$ cat config.mk
export PLATFORM = sky130hd
export DESIGN_NAME = instr_sequencer
export DESIGN_NICKNAME = d
export VERILOG_FILES = /design/src/rtl/smp_pkg.sv /design/src/rtl/opcode_onehot.sv /design/src/rtl/instr_sequencer.sv
export SDC_FILE = /design/constraint.sdc
export NUM_CORES = 1
export LEC_CHECK = 0
export ABC_AREA = 1
export CORE_MARGIN = 3
export CORE_UTILIZATION = 40
export DETAILED_ROUTE_END_ITERATION = 10
export PLACE_DENSITY = 0.68
export SYNTH_ARGS = -nofsm -noshare
export SYNTH_HDL_FRONTEND = slang
export SYNTH_SLANG_ARGS = --single-unit
$ cat constraint.sdc
create_clock -name clk -period 1.7 [get_ports clk]
set_input_delay 0.34 -clock clk [delete_from_list [all_inputs] [get_ports clk]]
set_output_delay 0.34 -clock clk [all_outputs]
set_load 0.03 [all_outputs]
$ cat src/rtl/smp_pkg.sv
// Shared opcode, one-hot bit and FSM state definitions for the SMP instruction front end.
package smp_pkg;

   localparam logic [3:0] OP_NOP  = 4'h0;
   localparam logic [3:0] OP_LDAC = 4'h1;
   localparam logic [3:0] OP_STAC = 4'h2;
   localparam logic [3:0] OP_MVAC = 4'h3;
   localparam logic [3:0] OP_MOVR = 4'h4;
   localparam logic [3:0] OP_JUMP = 4'h5;
   localparam logic [3:0] OP_JMPZ = 4'h6;
   localparam logic [3:0] OP_JPNZ = 4'h7;
   localparam logic [3:0] OP_ADD  = 4'h8;
   localparam logic [3:0] OP_SUB  = 4'h9;
   localparam logic [3:0] OP_INAC = 4'hA;
   localparam logic [3:0] OP_CLAC = 4'hB;
   localparam logic [3:0] OP_AND  = 4'hC;
   localparam logic [3:0] OP_OR   = 4'hD;
   localparam logic [3:0] OP_XOR  = 4'hE;
   localparam logic [3:0] OP_NOT  = 4'hF;

   // Opcode index n lands on one-hot bit 15-n.
   localparam int unsigned B_NOP  = 15;
   localparam int unsigned B_LDAC = 14;
   localparam int unsigned B_STAC = 13;
   localparam int unsigned B_MVAC = 12;
   localparam int unsigned B_MOVR = 11;
   localparam int unsigned B_JUMP = 10;
   localparam int unsigned B_JMPZ = 9;
   localparam int unsigned B_JPNZ = 8;
   localparam int unsigned B_ADD  = 7;
   localparam int unsigned B_SUB  = 6;
   localparam int unsigned B_INAC = 5;
   localparam int unsigned B_CLAC = 4;
   localparam int unsigned B_AND  = 3;
   localparam int unsigned B_OR   = 2;
   localparam int unsigned B_XOR  = 1;
   localparam int unsigned B_NOT  = 0;

   typedef enum logic [1:0] {
      FETCH = 2'd0,
      OPND  = 2'd1,
      ISSUE = 2'd2,
      HALT  = 2'd3
   } state_t;

endpackage

$ cat src/rtl/opcode_onehot.sv
// Combinational opcode byte decoder: validity, operand requirement and one-hot instruction.
module opcode_onehot
   import smp_pkg::*;
#(
   parameter int unsigned DATA_W = 8
) (
   input  logic [DATA_W-1:0] data,
   output logic              valid,
   output logic              needs_operand,
   output logic [15:0]       onehot
);

   always_comb begin
      valid         = (data[DATA_W-1:4] == '0);
      needs_operand = 1'b0;
      onehot        = '0;
      case (data[3:0])
         OP_NOP:  onehot[B_NOP]  = 1'b1;
         OP_LDAC: begin onehot[B_LDAC] = 1'b1; needs_operand = 1'b1; end
         OP_STAC: begin onehot[B_STAC] = 1'b1; needs_operand = 1'b1; end
         OP_MVAC: onehot[B_MVAC] = 1'b1;
         OP_MOVR: onehot[B_MOVR] = 1'b1;
         OP_JUMP: begin onehot[B_JUMP] = 1'b1; needs_operand = 1'b1; end
         OP_JMPZ: begin onehot[B_JMPZ] = 1'b1; needs_operand = 1'b1; end
         OP_JPNZ: begin onehot[B_JPNZ] = 1'b1; needs_operand = 1'b1; end
         OP_ADD:  onehot[B_ADD]  = 1'b1;
         OP_SUB:  onehot[B_SUB]  = 1'b1;
         OP_INAC: onehot[B_INAC] = 1'b1;
         OP_CLAC: onehot[B_CLAC] = 1'b1;
         OP_AND:  onehot[B_AND]  = 1'b1;
         OP_OR:   onehot[B_OR]   = 1'b1;
         OP_XOR:  onehot[B_XOR]  = 1'b1;
         OP_NOT:  onehot[B_NOT]  = 1'b1;
         default: onehot = '0;
      endcase
      if (!valid) begin
         onehot        = '0;
         needs_operand = 1'b0;
      end
   end

endmodule

$ cat src/rtl/instr_sequencer.sv
// Sequenced fetch/operand/issue front end owning the PC and jump resolution.
// Optional macro HALT_ON_ILLEGAL_EN: an illegal opcode parks the FSM in HALT until reset.
module instr_sequencer
   import smp_pkg::*;
#(
   parameter int unsigned       DATA_W = 8,
   parameter int unsigned       ADDR_W = 16,
   parameter logic [ADDR_W-1:0] PC_RST = '0
) (
   input  logic              clk,
   input  logic              rst,
   output logic              mem_req,
   output logic [ADDR_W-1:0] mem_addr,
   input  logic [DATA_W-1:0] mem_rdata,
   input  logic              mem_ack,
   input  logic              z_flag,
   output logic [15:0]       ins_onehot,
   output logic              ins_valid,
   input  logic              ins_ready,
   output logic [ADDR_W-1:0] operand,
   output logic [ADDR_W-1:0] pc,
   output logic              illegal
);

   localparam int unsigned      NB       = ADDR_W / DATA_W;
   localparam int unsigned      CNT_W    = (NB > 1) ? $clog2(NB) : 1;
   localparam logic [CNT_W-1:0] CNT_LAST = CNT_W'(NB - 1);

   state_t            state_q, state_d;
   logic [ADDR_W-1:0] pc_q, pc_d;
   logic [ADDR_W-1:0] operand_q, operand_d;
   logic [CNT_W-1:0]  cnt_q, cnt_d;
   logic [15:0]       onehot_q, onehot_d;
   logic              illegal_q, illegal_d;
   logic              rst_q;
   logic              req, ack, take_jump;
   logic              dec_valid, dec_needs_opnd;
   logic [15:0]       dec_onehot;

   opcode_onehot #(.DATA_W(DATA_W)) u_dec (
      .data          (mem_rdata),
      .valid         (dec_valid),
      .needs_operand (dec_needs_opnd),
      .onehot        (dec_onehot)
   );

   // rst_q holds mem_req low for the cycle following any reset edge.
   assign req       = ((state_q == FETCH) || (state_q == OPND)) && !rst_q;
   assign ack       = req && mem_ack;
   assign take_jump = onehot_q[B_JUMP] || (onehot_q[B_JMPZ] && z_flag) ||
                      (onehot_q[B_JPNZ] && !z_flag);

   assign mem_req    = req;
   assign mem_addr   = pc_q;
   assign ins_valid  = (state_q == ISSUE);
   assign ins_onehot = ins_valid ? onehot_q : '0;
   assign operand    = operand_q;
   assign pc         = pc_q;
   assign illegal    = illegal_q;

   always_comb begin
      state_d   = state_q;
      pc_d      = pc_q;
      operand_d = operand_q;
      cnt_d     = cnt_q;
      onehot_d  = onehot_q;
      illegal_d = 1'b0;
      case (state_q)
         FETCH: begin
            if (ack) begin
               pc_d      = pc_q + ADDR_W'(1);
               operand_d = '0;
               if (!dec_valid) begin
                  illegal_d = 1'b1;
`ifdef HALT_ON_ILLEGAL_EN
                  state_d   = HALT;
`else
                  state_d   = FETCH;
`endif
               end else begin
                  onehot_d = dec_onehot;
                  state_d  = dec_needs_opnd ? OPND : ISSUE;
               end
            end
         end
         OPND: begin
            if (ack) begin
               operand_d[int'(cnt_q)*DATA_W +: DATA_W] = mem_rdata;
               pc_d = pc_q + ADDR_W'(1);
               if (cnt_q == CNT_LAST) begin
                  cnt_d   = '0;
                  state_d = ISSUE;
               end else begin
                  cnt_d = cnt_q + CNT_W'(1);
               end
            end
         end
         ISSUE: begin
            if (ins_ready) begin
               state_d = FETCH;
               if (take_jump) pc_d = operand_q;
            end
         end
         HALT: state_d = HALT;
         default: state_d = FETCH;
      endcase
   end

   always_ff @(posedge clk) begin
      if (rst) begin
         state_q   <= FETCH;
         pc_q      <= PC_RST;
         operand_q <= '0;
         cnt_q     <= '0;
         onehot_q  <= '0;
         illegal_q <= 1'b0;
         rst_q     <= 1'b1;
      end else begin
         state_q   <= state_d;
         pc_q      <= pc_d;
         operand_q <= operand_d;
         cnt_q     <= cnt_d;
         onehot_q  <= onehot_d;
         illegal_q <= illegal_d;
         rst_q     <= 1'b0;
      end
   end

endmodule
==> metrics.txt <==
Detailed Place HPWL=6070 um; min-delay worst type=flop to flop; largest net degree at the start of global routing=35; vias per cell=4.89; layout cells sized above 1=16.7%; WHS Endpoint=illegal; Filler Cell Count=722; Pins Over Slew Limit=0; Final Setup Violations=0; final cell count without fillers=618; die footprint=0.00838 sq mm; Worst Min Path Start=state_q[0]; # rows=30; Fin. Hold Viols=0; drt initial violations=124; actual slew at the worst max-slew pin=351 ps; initial antenna violation count=0; Pwr per Cell Area=1250 mW/mm^2; max incr delay on CP=660 ps; GP Congestion=0.832; Synthesized Nets=443; sum of negative setup slack=0 ps; crit path launch type=flop; placed cells=609; area of the mapped netlist=0.00293 sq mm; Sink Count=53; initial core utilization=42.1%; Residual DRC=0; TritonCTS Buffers=5; antenna fix cells=0; Final Hold Slack=465 ps; vias in the first global route=2,781; Cell variety after synth=36; commonest non-fill, non-tap cells in the layout=nand2_1 (105), nor2_1 (60), dfxtp_1 (51), buf_4 (51), inv_1 (47); WP data required=1360 ps; Hold Path Stages=1; status=complete, no violations; critical path depth=1; Finished Core Util=56.9%; path type of the worst setup path=flop to output pin; Yosys Warn Count=0; Avg Cell Area, Syn=6.82 sq um; Fmax=612 MHz; total power=0.00493 W; crit share post-route=96.1%; Max IR drop VDD=0.613 mV; Seq/Total Area, Yosys=36.3%; Seq cells post-synth=53; grt ovf=0; Rel. slew slack=76.5%; IO buf count=79; reg-to-reg endpoint=mem_addr[13]; Slowest-stage cell, CP=clkdlybuf4s50_1; hold bufs inserted after CTS=0; # IOs=80; CTS clk-pin slew, worst paths=100 ps; Root Driver=clkbuf_8; H-tree depth=2; Core Box Area=0.00694 sq mm; Post-Route WL=7910 um; CP max FO=1; unrepaired setup endpoints after global routing=no; number of max-cap violations=0; Antenna Nets Post-Route=0; Syn-to-layout area delta=35.1%; Setup crit end kind=output pin; most common cell after layout, fill and taps aside=nand2_1; Post-Synthesis Cells=429; GRT Overall Usage=19.4%; leakage power=1.86 nW; first-pass GRT wire length=13,300 um; vias post-DR=3,024; Top delay family on crit path=buffers and inverters; # nets final=535; FF-to-FF setup slack=130 ps; Die Y=91.5 um; FF-to-FF Start=state_q[1]; reg2reg path depth=9; Avg WL per Cell=12.8 um; WP data arrival=1290 ps; critical path cell sequence=clkdlybuf4s50_1; drt first pass iters=4; clk_skew=5.67 ps; Tmin final=1630 ps; Bufs and invs on worst path=1; Worst-Skew Late Latency=320 ps; CTS tree=built; clk buf depth=2; die width=91.5 um
==> layer usage <==
layer | track usage, % | vias to the layer above | routed length (um)
met5 | 0 | - | 0
li1 | - | 1541 | -
met1 | 24.5 | 1363 | 3540
met3 | 5.22 | 17 | 575
met2 | 31.7 | 103 | 3620
met4 | 6.41 | 0 | 175
==> how the worst max path moves through the flow <==
stage | startpoint | to | slack, ps
floorplan | state_q[1] | ins_onehot[10] | 30
global placement | mem_ack | mem_addr[13] | -40
detailed placement | z_flag | mem_addr[13] | -80
CTS | mem_addr[11] | pc[11] | 0.2
global route | state_q[1] | mem_addr[11] | 7
finish | illegal | illegal | 70
==> flip-flops by register name, summed over array words and instances, names as in the netlist <==
name      count
illegal       1
cnt_q         1
operand      16
onehot_q     16
rst_q         1
mem_addr     16
state_q       2
==> logic make-up after synthesis <==
logic type	Yosys count	share of synthesized area (%)
xor gates and xnor gates	2	0.599
and+or+nand+nor	208	32.1
adders and majority gates	1	0.428
buffers and inverters	82	13.9
DFF	53	36.3
AOI/OAI and AO/OA	83	16.6
==> synth_stat cells <==
library cell / instances / area, sq um
a211oi_1: 12 / 90.1
a21oi_1: 42 / 210
a21oi_2: 4 / 35.0
a31oi_1: 1 / 6.26
buf_1: 1 / 3.75
buf_2: 5 / 25.0
buf_4: 16 / 120
buf_6: 2 / 22.5
buf_8: 1 / 15.0
clkbuf_1: 6 / 22.5
dfxtp_1: 53 / 1060
ha_1: 1 / 12.5
inv_1: 47 / 176
inv_2: 2 / 7.51
inv_4: 1 / 6.26
inv_6: 1 / 8.76
nand2_1: 105 / 394
nand2_2: 1 / 6.26
nand2_4: 3 / 33.8
nand2_8: 1 / 20.0
nand3_1: 20 / 100
nand3_4: 2 / 35.0
nand4_1: 2 / 12.5
nor2_1: 60 / 225
nor2_4: 1 / 11.3
nor2_8: 2 / 40.0
nor3_1: 9 / 45.0
nor3_2: 1 / 10.0
nor4_1: 1 / 6.26
o211ai_4: 1 / 21.3
o21ai_0: 18 / 90.1
o21ai_1: 2 / 10.0
o21ai_2: 2 / 17.5
o22ai_1: 1 / 6.26
xnor2_1: 1 / 8.76
xor2_1: 1 / 8.76
==> cell type report <==
class / instances / area, sq um / share of cell area [%]
flip-flops and latches: 53 / 1070 / 27.0
clock inverters: 3 / 21.3 / 0.538
inverters: 51 / 199 / 5.03
clock buffers: 5 / 68.8 / 1.74
well taps: 96 / 120 / 3.04
multi-input cells: 294 / 1460 / 36.8
repair buffers: 116 / 1020 / 25.8
==> repair_timing <==
action	CTS	global route
setup buffers	1	0
gates cloned	0	0
gates resized for setup	47	4
endpoints found under the setup margin	58	13
==> where the power goes <==
part	switching (W)	internal (W)	total (W)
clock network	0.000460	0.000294	0.000754
registers	0.000192	0.00140	0.00159
logic	0.00164	0.000943	0.00259
total	0.00229	0.00264	0.00493
==> per-stage QoR <==
step,area (sq um),setup slack (ps)
floorplan,2930,31.1
global placement,3900,-35.0
detailed placement,3900,-77.3
CTS,3940,0.247
global route,3950,7.38
finish,3950,66.1
Power figures use the tool's default switching activity.
